<file path="config.mk">
export PLATFORM = sky130hd
export DESIGN_NAME = tt_um_ay5876_univ_shift_reg
export DESIGN_NICKNAME = d
export VERILOG_FILES = /design/src/rtl/univ_shift_pkg.sv /design/src/rtl/univ_shift_if.sv /design/src/rtl/univ_shift_core.sv /design/src/rtl/tt_um_ay5876_univ_shift_reg.sv
export SDC_FILE = /design/constraint.sdc
export NUM_CORES = 1
export LEC_CHECK = 0
export CAP_MARGIN = 40
export CORE_ASPECT_RATIO = 1.25
export CORE_MARGIN = 8
export CORE_UTILIZATION = 43
export CTS_CLUSTER_DIAMETER = 50
export DETAILED_ROUTE_END_ITERATION = 8
export HOLD_SLACK_MARGIN = 0.08
export PLACE_DENSITY = 0.84
export SLEW_MARGIN = 20
export SYNTH_ARGS = -nofsm -noshare
export SYNTH_HDL_FRONTEND = slang
export SYNTH_HIERARCHICAL = 1
export SYNTH_SLANG_ARGS = --single-unit
</file>
<file path="constraint.sdc">
create_clock -name clk -period 3.6 [get_ports clk]
set_input_delay 1.08 -clock clk [delete_from_list [all_inputs] [get_ports clk]]
set_output_delay 1.08 -clock clk [all_outputs]
set_load 0.01 [all_outputs]
</file>
<file path="src/rtl/univ_shift_pkg.sv">
// Shared definitions for the universal shift register: mode encodings driven
// on ui_in[2:0].
package univ_shift_pkg;

  localparam int MODE_W = 3;

  typedef enum logic [MODE_W-1:0] {
    MODE_HOLD   = 3'b000,
    MODE_SHL    = 3'b001,
    MODE_SHR    = 3'b010,
    MODE_ROL    = 3'b011,
    MODE_ROR    = 3'b100,
    MODE_LOAD   = 3'b101,
    MODE_TOGGLE = 3'b110,
    MODE_ASR    = 3'b111
  } shift_mode_e;

endpackage

</file>
<file path="src/rtl/univ_shift_if.sv">
// Control/data bundle between the pin wrapper (master) and the shift core (slave).
interface univ_shift_if
  import univ_shift_pkg::*;
#(
  parameter int WIDTH = 8
) ();

  shift_mode_e      mode;
  logic             sir;
  logic             sil;
  logic             sen;
  logic             sclr;
  logic [WIDTH-1:0] d;
  logic [WIDTH-1:0] q;

  modport master (output mode, sir, sil, sen, sclr, d, input q);
  modport slave  (input mode, sir, sil, sen, sclr, d, output q);

endinterface

</file>
<file path="src/rtl/univ_shift_core.sv">
// Parametrised universal shift register datapath; holds the single WIDTH-bit
// register of the design.
module univ_shift_core
  import univ_shift_pkg::*;
#(
  parameter int               WIDTH     = 8,
  parameter logic [WIDTH-1:0] RESET_VAL = '0
) (
  input  logic       clk,
  input  logic       rst_n,
  univ_shift_if.slave bus
);

  logic [WIDTH-1:0] q;
  logic [WIDTH-1:0] q_nxt;

  // Clear beats enable, enable beats mode; serial inputs only reach SHL/SHR.
  always_comb begin
    q_nxt = q;
    if (bus.sclr) begin
      q_nxt = RESET_VAL;
    end else if (bus.sen) begin
      unique case (bus.mode)
        MODE_HOLD:   q_nxt = q;
        MODE_SHL:    q_nxt = {q[WIDTH-2:0], bus.sir};
        MODE_SHR:    q_nxt = {bus.sil, q[WIDTH-1:1]};
        MODE_ROL:    q_nxt = {q[WIDTH-2:0], q[WIDTH-1]};
        MODE_ROR:    q_nxt = {q[0], q[WIDTH-1:1]};
        MODE_LOAD:   q_nxt = bus.d;
        MODE_TOGGLE: q_nxt = ~q;
        MODE_ASR:    q_nxt = {q[WIDTH-1], q[WIDTH-1:1]};
      endcase
    end
  end

  always_ff @(posedge clk or negedge rst_n) begin
    if (!rst_n) begin
      q <= RESET_VAL;
    end else begin
      q <= q_nxt;
    end
  end

  assign bus.q = q;

endmodule

</file>
<file path="src/rtl/tt_um_ay5876_univ_shift_reg.sv">
// Pin wrapper: maps the ui/uio/uo pins onto the shift core; no logic of its own.
module tt_um_ay5876_univ_shift_reg
  import univ_shift_pkg::*;
(
  input  logic [7:0] ui_in,
  output logic [7:0] uo_out,
  input  logic [7:0] uio_in,
  output logic [7:0] uio_out,
  output logic [7:0] uio_oe,
  input  logic       ena,
  input  logic       clk,
  input  logic       rst_n
);

  localparam int WIDTH = 8;

  univ_shift_if #(.WIDTH(WIDTH)) core_bus ();

  assign core_bus.mode = shift_mode_e'(ui_in[2:0]);
  assign core_bus.sir  = ui_in[3];
  assign core_bus.sil  = ui_in[4];
  assign core_bus.sen  = ui_in[5];
  assign core_bus.sclr = ui_in[6];
  assign core_bus.d    = uio_in;

  univ_shift_core #(
    .WIDTH     (WIDTH),
    .RESET_VAL (8'h00)
  ) u_core (
    .clk   (clk),
    .rst_n (rst_n),
    .bus   (core_bus.slave)
  );

  assign uo_out  = core_bus.q;
  assign uio_out = 8'h00;
  assign uio_oe  = 8'h00;

  // ena and ui_in[7] are deliberately ignored.
  logic unused_pins;
  assign unused_pins = &{ena, ui_in[7], 1'b0};

endmodule

</file>
# Yosys cells after proc, flatten, opt, wreduce, memory -nomap -nowiden
# Cells that the tools add are included.
# classes
n_mul,0
n_shift,0
muxes,3
n_lt_le_gt_ge,0
reduce_logical,4
div,0
add_sub_neg,0
bitwise_logic,1
n_eq_ne,9
# ops
cell,count
$pmux W8 S7,1
$mux W8,2
$eq A3 B3 Y1 const B,4
$not A8 Y8,1
$eq A3 B2 Y1 const B,2
$ne A2 B2 Y1 const B,2
$eq A3 B1 Y1 const B,1
$logic_not A3 Y1,1
$reduce_and A3 Y1,1
$reduce_and A2 Y1,1
$reduce_bool A2 Y1,1
# word_totals
latchBits,0
mem_count,0
mem_bits_ro,0
mem_bits_rw,0
out_inout_bits,24
elab_cells,19
in_bits,19
ff_bits,8

# Longest topological paths before layout
# Gate-level depths: netlist of run 1.
# depth
ltp_word,4
ltp_mapped,6
mapped_depth_nobuf,4

# Hierarchy
# Netlist of run 1, hierarchy kept.
# by_module_without_submodules
mod,seq_area_each_um2,instances,area_per_inst_um2,cells_per_inst
univ_shift_core,200.2,1,745.7,92
tt_um_ay5876_univ_shift_reg,0.0,1,123.9,17

# Least setup slack after synthesis of run 1
# OpenSTA, ideal clock, no wires.
# synth_path
path_kind,input to register
start,input port ui_in[0]
end,"register u_core.q[2], in the netlist u_core/bus.q[2]"
setup_ps,129
t_required_ps,3471
arrival_time_ps,1865
path_buffers,2
setup_slack_ps,1606
path_stages,6
cell_sequence,buf_6 > buf_6 > mux2i_1 > o221ai_1 > a32oi_1 > o31ai_1
# synth_via
elab_chain_len,4
word_cells_on_any_way,13
classes_between,8 x eq/ne; 3 x mux; 2 x reduce/logical
# synth_lines
item,line,text
start: declaration,tt_um_ay5876_univ_shift_reg.sv:5,"input logic [7:0] ui_in,"
$eq A3 B3 Y1 (tied with other cells),univ_shift_core.sv:23,unique case (bus.mode)
$pmux W8 S7,univ_shift_core.sv:23,
$mux W8,univ_shift_core.sv:22,end else if (bus.sen) begin
$mux W8,univ_shift_core.sv:20,if (bus.sclr) begin
end signal: assignment,univ_shift_core.sv:40,q <= q_nxt;
end: declaration,univ_shift_core.sv:14,logic [WIDTH-1:0] q;
# Parallel ways exist; a longest one is shown, timed or not. The select of a mux whose other input is x is not followed.
# A chain may end at the register's enable or synchronous reset.

# Worst setup path in the final report of run 1
# layout_path
start,input port ui_in[2]
end,"register u_core.q[1], in the netlist u_core/bus.q[1]"
# Same word-level chain as after synthesis.

==> run summary, run 1 <==
Result of the run: completed
Iteration-0 DRC count of the detailed router: 24
Worst clock skew: 0.002479 ns
Average wire per cell in the routed design: 16.10 um
Power density cells: 263.9 mW/mm2
Average footprint of a synthesized cell: 7.978 um2
Max-cap violations: 0
Clock root buffer: sky130_fd_sc_hd__clkbuf_4
Achievable Freq: 0.3683 GHz
Maximum vdd drop: 0.1158 mV
Worst Setup Slack, final: 0.8845 ns
Post-CTS Hold Fix Bufs: 0
Ports: 43
Count of standard-cell rows: 18
Summed negative setup slack over all endpoints: 0 ns
Relative area change from synthesis to final layout: 20.14%
Number of synthesized register bits: 8
Sort of element at the end of the critical path: register
Commonest cells after routing, fill and taps aside: sky130_fd_sc_hd__clkdlybuf4s50_1 (24), sky130_fd_sc_hd__conb_1 (16), sky130_fd_sc_hd__nand2_1 (9)
Overflow left after global routing: 0
Combinational share of power: 0.368
Horizontal extent of the die: 56.22 um
Number of distinct library cells after synthesis: 33
Cell internal power dissipation: 0.1831 mW
NumNets Final: 150
Proportion of layout cells with a drive suffix above 1: 0.04651
Count of final max-slew check failures: 0
Deepest clock path buffer count: 2
Worst setup slack after placement: 0.6826 ns
Post-route DRC: 0
Portion of total power attributed to sequential cells: 0.390
Weighted congestion reported at the end of routability-driven placement: 0.9204
Synth area leaders: sky130_fd_sc_hd__dfrtp_1 (23%), sky130_fd_sc_hd__buf_4 (15%), sky130_fd_sc_hd__mux2i_1 (5.8%)
Post-CTS Setup Bufs: 0
Die Outline Area: 0.003726 mm2
Transition at the pin with the smallest max-transition slack: 0.7616 ns
Data arrival time of the critical path: 2.86 ns
Final worst-path cycle share: 0.7543
Switching power of the nets: 0.09261 mW
Number of buffer cells added on primary ports: 24
Number of hold violations in the final report: 0
Clock-pin slew on the worst setup and hold paths: 0.05 ns
Required time of the critical path: 3.75 ns
Largest register by flop count: u_core/bus.q
Final WL: 2399 um
Switching share of total power: 0.3359
Number of iterations in the first detailed-routing pass: 4
Chip Height: 66.28 um
Min cycle time layout: 2.715 ns
Setup slack of the most critical reg-to-reg path: 2.25 ns
Length in cells of the worst reg-to-reg path: 3
Most common cell after layout, fill and taps aside: sky130_fd_sc_hd__clkdlybuf4s50_1
Cells after synthesis: 109
TritonCTS clock tree: yes
Antenna cell count: 0
Relative slew margins: 0.4907
Async set-reset flop share out of synthesis: 1.000
Post-DRT Antenna Nets: 0
Post-synth design cell area: 869.6 um2
Final setup violation count: 0
Largest register FFs: 8
Number of antenna violations at the first check in global routing: 0
CTS Buf Count: 3
Vias after detailed routing: 867
Setup repair after global routing missed its margin: no
Largest registers: u_core/bus.q: 8 flops
Cells on Worst Hold Path: 2
Count of instances resized after the clock tree is built: 0
Part of the Yosys area used for sequential elements: 0.2302
Category of the critical setup timing path: primary input to register
Number of flops mapped to enable cells by yosys: 0
Static Leak: 0.4267 nW
Largest net degree at the start of global routing: 30
# H-tree levels: 1
Detailed-route vias per instance: 5.819
Half-perimeter wire length of the detailed placement result: 1810 um
Wire length of the first global-routing pass: 3898 um
Maximum fanout count along the critical path: 25
Cell taking the most area after synthesis: sky130_fd_sc_hd__dfrtp_1
Primary flip-flop cell chosen by synthesis mapping: sky130_fd_sc_hd__dfrtp_1
# clock sinks: 8
Insertion delay to the later sink of the worst-skew pair: 0.25 ns
Top-area cell type share of the netlist area: 0.2302
Via count of the first global-routing pass: 912
Clock group share of total power: 0.242
Yosys warnings: 6
Startpoint types: primary input
Initial Util: 0.4490
Tightest Hold Check Type: register to register
Placeable Area: 0.001937 mm2
Global Route Usage Sum: 0.1233
[power by group through the flow]
| stage | clock network, mW | logic (mW) | registers (mW) |
|---|---|---|---|
| after floorplan | 0 | 0.0710 | 0.109 |
| final | 0.0668 | 0.101 | 0.108 |
| after CTS | 0.0685 | 0.100 | 0.107 |
| after global routing | 0.0738 | 0.111 | 0.109 |
| after detailed placement | 0 | 0.0996 | 0.109 |
| after global placement | 0 | 0.0971 | 0.108 |
[per-layer routing]
layer  GRT usage  part of all wire  vias up
met5           0                 0        -
met4     0.05723                 0        0
met3     0.02500             0.050        0
met2      0.2333              0.52       36
met1      0.1261              0.43      412
li1            -                 -      419
[logic make-up after synthesis]
group,Yosys count,share of synthesized area
buffers and inverters,27,0.2201
other,1,0.004312
DFF,8,0.2302
and+or+nand+nor,25,0.1453
AOI/OAI and AO/OA,42,0.3295
muxes,6,0.07050
[path summary, 6_finish.rpt]
kind | startpoint | end
min reg2reg | u_core/bus.q[0] | u_core/bus.q[0]
max in group asynchronous | rst_n | u_core/bus.q[5]
min in group asynchronous | rst_n | u_core/bus.q[0]
max reg2reg | u_core/bus.q[6] | u_core/bus.q[5]
max | ui_in[2] | u_core/bus.q[1]
min | u_core/bus.q[0] | u_core/bus.q[0]
[worst max-delay path, stage by stage]
cell and delay, ns:
sky130_fd_sc_hd__clkdlybuf4s50_1 0.81, sky130_fd_sc_hd__o31a_1 0.51, sky130_fd_sc_hd__nor2_2 0.25, sky130_fd_sc_hd__a32oi_1 0.10
sky130_fd_sc_hd__o31ai_1 0.11
[through the flow]
step	instance area (um2)	cells	power, mW	utilization	hold WS (ns)
6_report	1045	149	0.2757	0.5394	0.5913
5_1_grt	1045	149	0.2937	0.5394	0.6249
4_1_cts	1045	149	0.2759	0.5394	0.5844
3_5_place_dp	1022	146	0.2085	0.5278	0.5724
3_3_place_gp	1022	146	0.2055	0.5278	0.5677
2_1_floorplan	925.9	124	0.1798	-	0.5803
[cells in the mapped netlist (all sizes together), types with 2 or more instances]
cell / count
nor2: 3
a21oi: 8
a32oi: 4
nand3: 4
o221ai: 3
o22ai: 3
nand2: 9
buf: 23
o21ai: 10
a311oi: 2
inv: 4
o31ai: 3
dfrtp: 8
nand2b: 2
nor2b: 2
or2b: 2
mux2i: 5
a22oi: 3
[final cells by class]
cell class | instances | area, um2
Tap cell | 20 | 25.02
Timing Repair Buffer | 25 | 247.7
Sequential cell | 8 | 200.2
Inverter | 4 | 15.01
Multi-Input combinational cell | 89 | 534.3
Fill cell | 195 | 892.1
Clock buffer | 3 | 22.52
(Power assumes the default switching activity.)
==> run 2: changes to the inputs <==
--- a/config.mk
+++ b/config.mk
@@ -8,11 +8,11 @@
 export CAP_MARGIN = 40
 export CORE_ASPECT_RATIO = 1.25
 export CORE_MARGIN = 8
-export CORE_UTILIZATION = 43
+export CORE_UTILIZATION = 40
 export CTS_CLUSTER_DIAMETER = 50
 export DETAILED_ROUTE_END_ITERATION = 8
 export HOLD_SLACK_MARGIN = 0.08
-export PLACE_DENSITY = 0.84
+export PLACE_DENSITY = 0.79
 export SLEW_MARGIN = 20
 export SYNTH_ARGS = -nofsm -noshare
 export SYNTH_HDL_FRONTEND = slang
==> constraint.sdc (replaced) <==
create_clock -name clk -period 2.6 [get_ports clk]
set_input_delay 0.78 -clock clk [delete_from_list [all_inputs] [get_ports clk]]
set_output_delay 0.78 -clock clk [all_outputs]
set_load 0.01 [all_outputs]
==> run 2 against run 1 <==
- sequential share of layout area shrank 0.43 points
- core utilization shrank 4.0 points
- via count grew 0.12%
- register-to-register slack lost 0.97 ns
- clock power grew 38%
- first-iteration DRC count grew 130%
- setup slack lost 0.45 ns
- combinational power grew 43%
- worst hold slack gained 0.038 ns
- power grew 40%
- global-route usage grew 0.14 points
- design area grew 2.3%
- critical path type unchanged
- critical endpoint unchanged
- largest cell class unchanged
==> run summary, run 2 (synthesis results as in run 1) <==
Result of the run: completed
Worst Setup Slack, final: 0.4355 ns (-0.4490 ns)
Final WL: 2408 um (+0.38%)
Startpoint types: primary input
Largest register FFs: 8 (unchanged)
Overflow left after global routing: 0 (unchanged)
Non-filler instance count after layout: 153 (+2.7%)
Average wire per cell in the routed design: 15.74 um (-2.2%)
Global Route Usage Sum: 0.1248 (+0.001431)
Cells on Worst Hold Path: 2 (unchanged)
Number of hold violations in the final report: 0 (unchanged)
Worst clock skew: 0.004416 ns (+0.001937 ns)
Die Outline Area: 0.003931 mm2 (+5.5%)
Maximum fanout count along the critical path: 13 (-48%)
Final setup violation count: 0 (unchanged)
Iteration-0 DRC count of the detailed router: 54 (+130%)
Transition at the pin with the smallest max-transition slack: 0.5029 ns (-0.2587 ns)
TritonCTS clock tree: yes
Most common cell after layout, fill and taps aside: sky130_fd_sc_hd__clkdlybuf4s50_1
Antenna cell count: 0 (unchanged)
Deepest clock path buffer count: 2 (unchanged)
Number of cells after detailed placement: 150 (+2.7%)
Number of antenna violations at the first check in global routing: 0 (unchanged)
Proportion of layout cells with a drive suffix above 1: 0.06818 (+0.02167)
# H-tree levels: 1 (unchanged)
Post-route DRC: 0 (unchanged)
Post-DRT Antenna Nets: 0 (unchanged)
Min cycle time layout: 2.165 ns
Ports: 43 (unchanged)
Sort of element at the end of the critical path: register
Initial Util: 0.4064 (-0.04253)
Largest registers: u_core/bus.q: 8 flops
NumNets Final: 153 (+2.0%)
Fin Hold WS: 0.6293 ns (+0.03803 ns)
Chip Height: 68.13 um (+2.8%)
Weighted congestion reported at the end of routability-driven placement: 0.8620 (-6.3%)
Power density cells: 360.4 mW/mm2 (+37%)
Wire length of the first global-routing pass: 3967 um (+1.8%)
FF-to-FF End: u_core/bus.q[7]
Summed negative setup slack over all endpoints: 0 ns (unchanged)
Commonest cells after routing, fill and taps aside: sky130_fd_sc_hd__clkdlybuf4s50_1 (24), sky130_fd_sc_hd__conb_1 (16), sky130_fd_sc_hd__nand2_1 (9)
Origin of the worst min-delay path: u_core/bus.q[0]
Relative slew margins: 0.6640 (+0.1733)
Required time of the critical path: 2.74 ns (-1.01 ns)
Horizontal extent of the die: 57.71 um (+2.6%)
Via count of the first global-routing pass: 872 (-4.4%)
Worst Hold End: u_core/bus.q[0]
Max-cap violations: 0 (unchanged)
Maximum vdd drop: 0.4133 mV (+260%)
Number of buffer cells added on primary ports: 24 (unchanged)
Worst reg2reg path startpoint: u_core/bus.q[7]
Achievable Freq: 0.4620 GHz
Count of standard-cell rows: 19 (+1)
Area post-placement: 0.001046 mm2 (+2.3%)
Placeable Area: 0.002140 mm2 (+10%)
Static Leak: 0.4411 nW (+3.4%)
Count of instances resized after the clock tree is built: 0 (unchanged)
# clock sinks: 8 (unchanged)
Largest net degree at the start of global routing: 20 (-33%)
Post-CTS Setup Bufs: 0 (unchanged)
Insertion delay to the later sink of the worst-skew pair: 0.25 ns (about the same)
Tightest Hold Check Type: register to register
Number of iterations in the first detailed-routing pass: 5 (+1)
Half-perimeter wire length of the detailed placement result: 1880 um (+3.8%)
Post-CTS Hold Fix Bufs: 0 (unchanged)
Count of final max-slew check failures: 0 (unchanged)
Category of the critical setup timing path: primary input to register
Detailed-route vias per instance: 5.673 (-2.5%)
Setup repair after global routing missed its margin: no
Setup slack of the most critical reg-to-reg path: 1.28 ns (-0.97 ns)
Length in cells of the worst reg-to-reg path: 4 (+1)
Tot Pwr: 0.3851 mW (+40%)
Clock-pin slew on the worst setup and hold paths: 0.05 ns (about the same)
Final design utilization: 0.4994 (-0.03999)
Largest register by flop count: u_core/bus.q
Final design area excluding fillers: 0.001069 mm2 (+2.3%)
Worst setup slack after placement: 0.2119 ns (-0.4707 ns)
Final worst-path cycle share: 0.8325
Clock root buffer: sky130_fd_sc_hd__clkbuf_4
CTS Buf Count: 3 (unchanged)
Data arrival time of the critical path: 2.30 ns (-0.56 ns)
Relative area change from synthesis to final layout: 22.88%
Vias after detailed routing: 868 (+0.12%)
run 2: critical path, stage by stage:
cell and delay, ns:
sky130_fd_sc_hd__clkdlybuf4s50_1 0.73, sky130_fd_sc_hd__or2b_1 0.34, sky130_fd_sc_hd__o221ai_1 0.21, sky130_fd_sc_hd__a32oi_1 0.13, sky130_fd_sc_hd__o31ai_1 0.11
run 2: how the worst max path moves through the flow:
stage | cells after the start | endpoint | slack (ns) | startpoint
after floorplan | 6 | u_core/bus.q[2] | 0.91 | ui_in[0]
after global placement | 4 | u_core/bus.q[5] | 0.25 | ui_in[1]
after detailed placement | 5 | u_core/bus.q[1] | 0.21 | ui_in[1]
after CTS | 5 | u_core/bus.q[1] | 0.47 | ui_in[1]
after global routing | 5 | u_core/bus.q[5] | 0.36 | ui_in[2]
final | 5 | u_core/bus.q[1] | 0.44 | ui_in[1]
run 2: area by class of cell:
cell class              count  area (um2)
fillers                   227        1071
multi-input cells          89       534.3
repair buffers             28       270.3
flip-flops and latches      8       200.2
well taps                  21       26.28
clock buffers               3       22.52
inverters                   4       15.01
run 2: power breakdown:
part           internal (mW)  leakage [nW]  switching, mW
Sequential             0.133         0.107         0.0164
Combinational         0.0705         0.320         0.0730
Clock                 0.0526        0.0138         0.0393
Total                  0.256         0.441          0.129
run 2: layer usage:
| metal | GRT usage | wire length, um | vias to the layer above |
|---|---|---|---|
| met5 | 0 | 0 | - |
| met4 | 0.04294 | 14 | 0 |
| met3 | 0.03759 | 167 | 2 |
| met2 | 0.2200 | 1257 | 41 |
| met1 | 0.1412 | 968 | 402 |
| li1 | - | - | 423 |
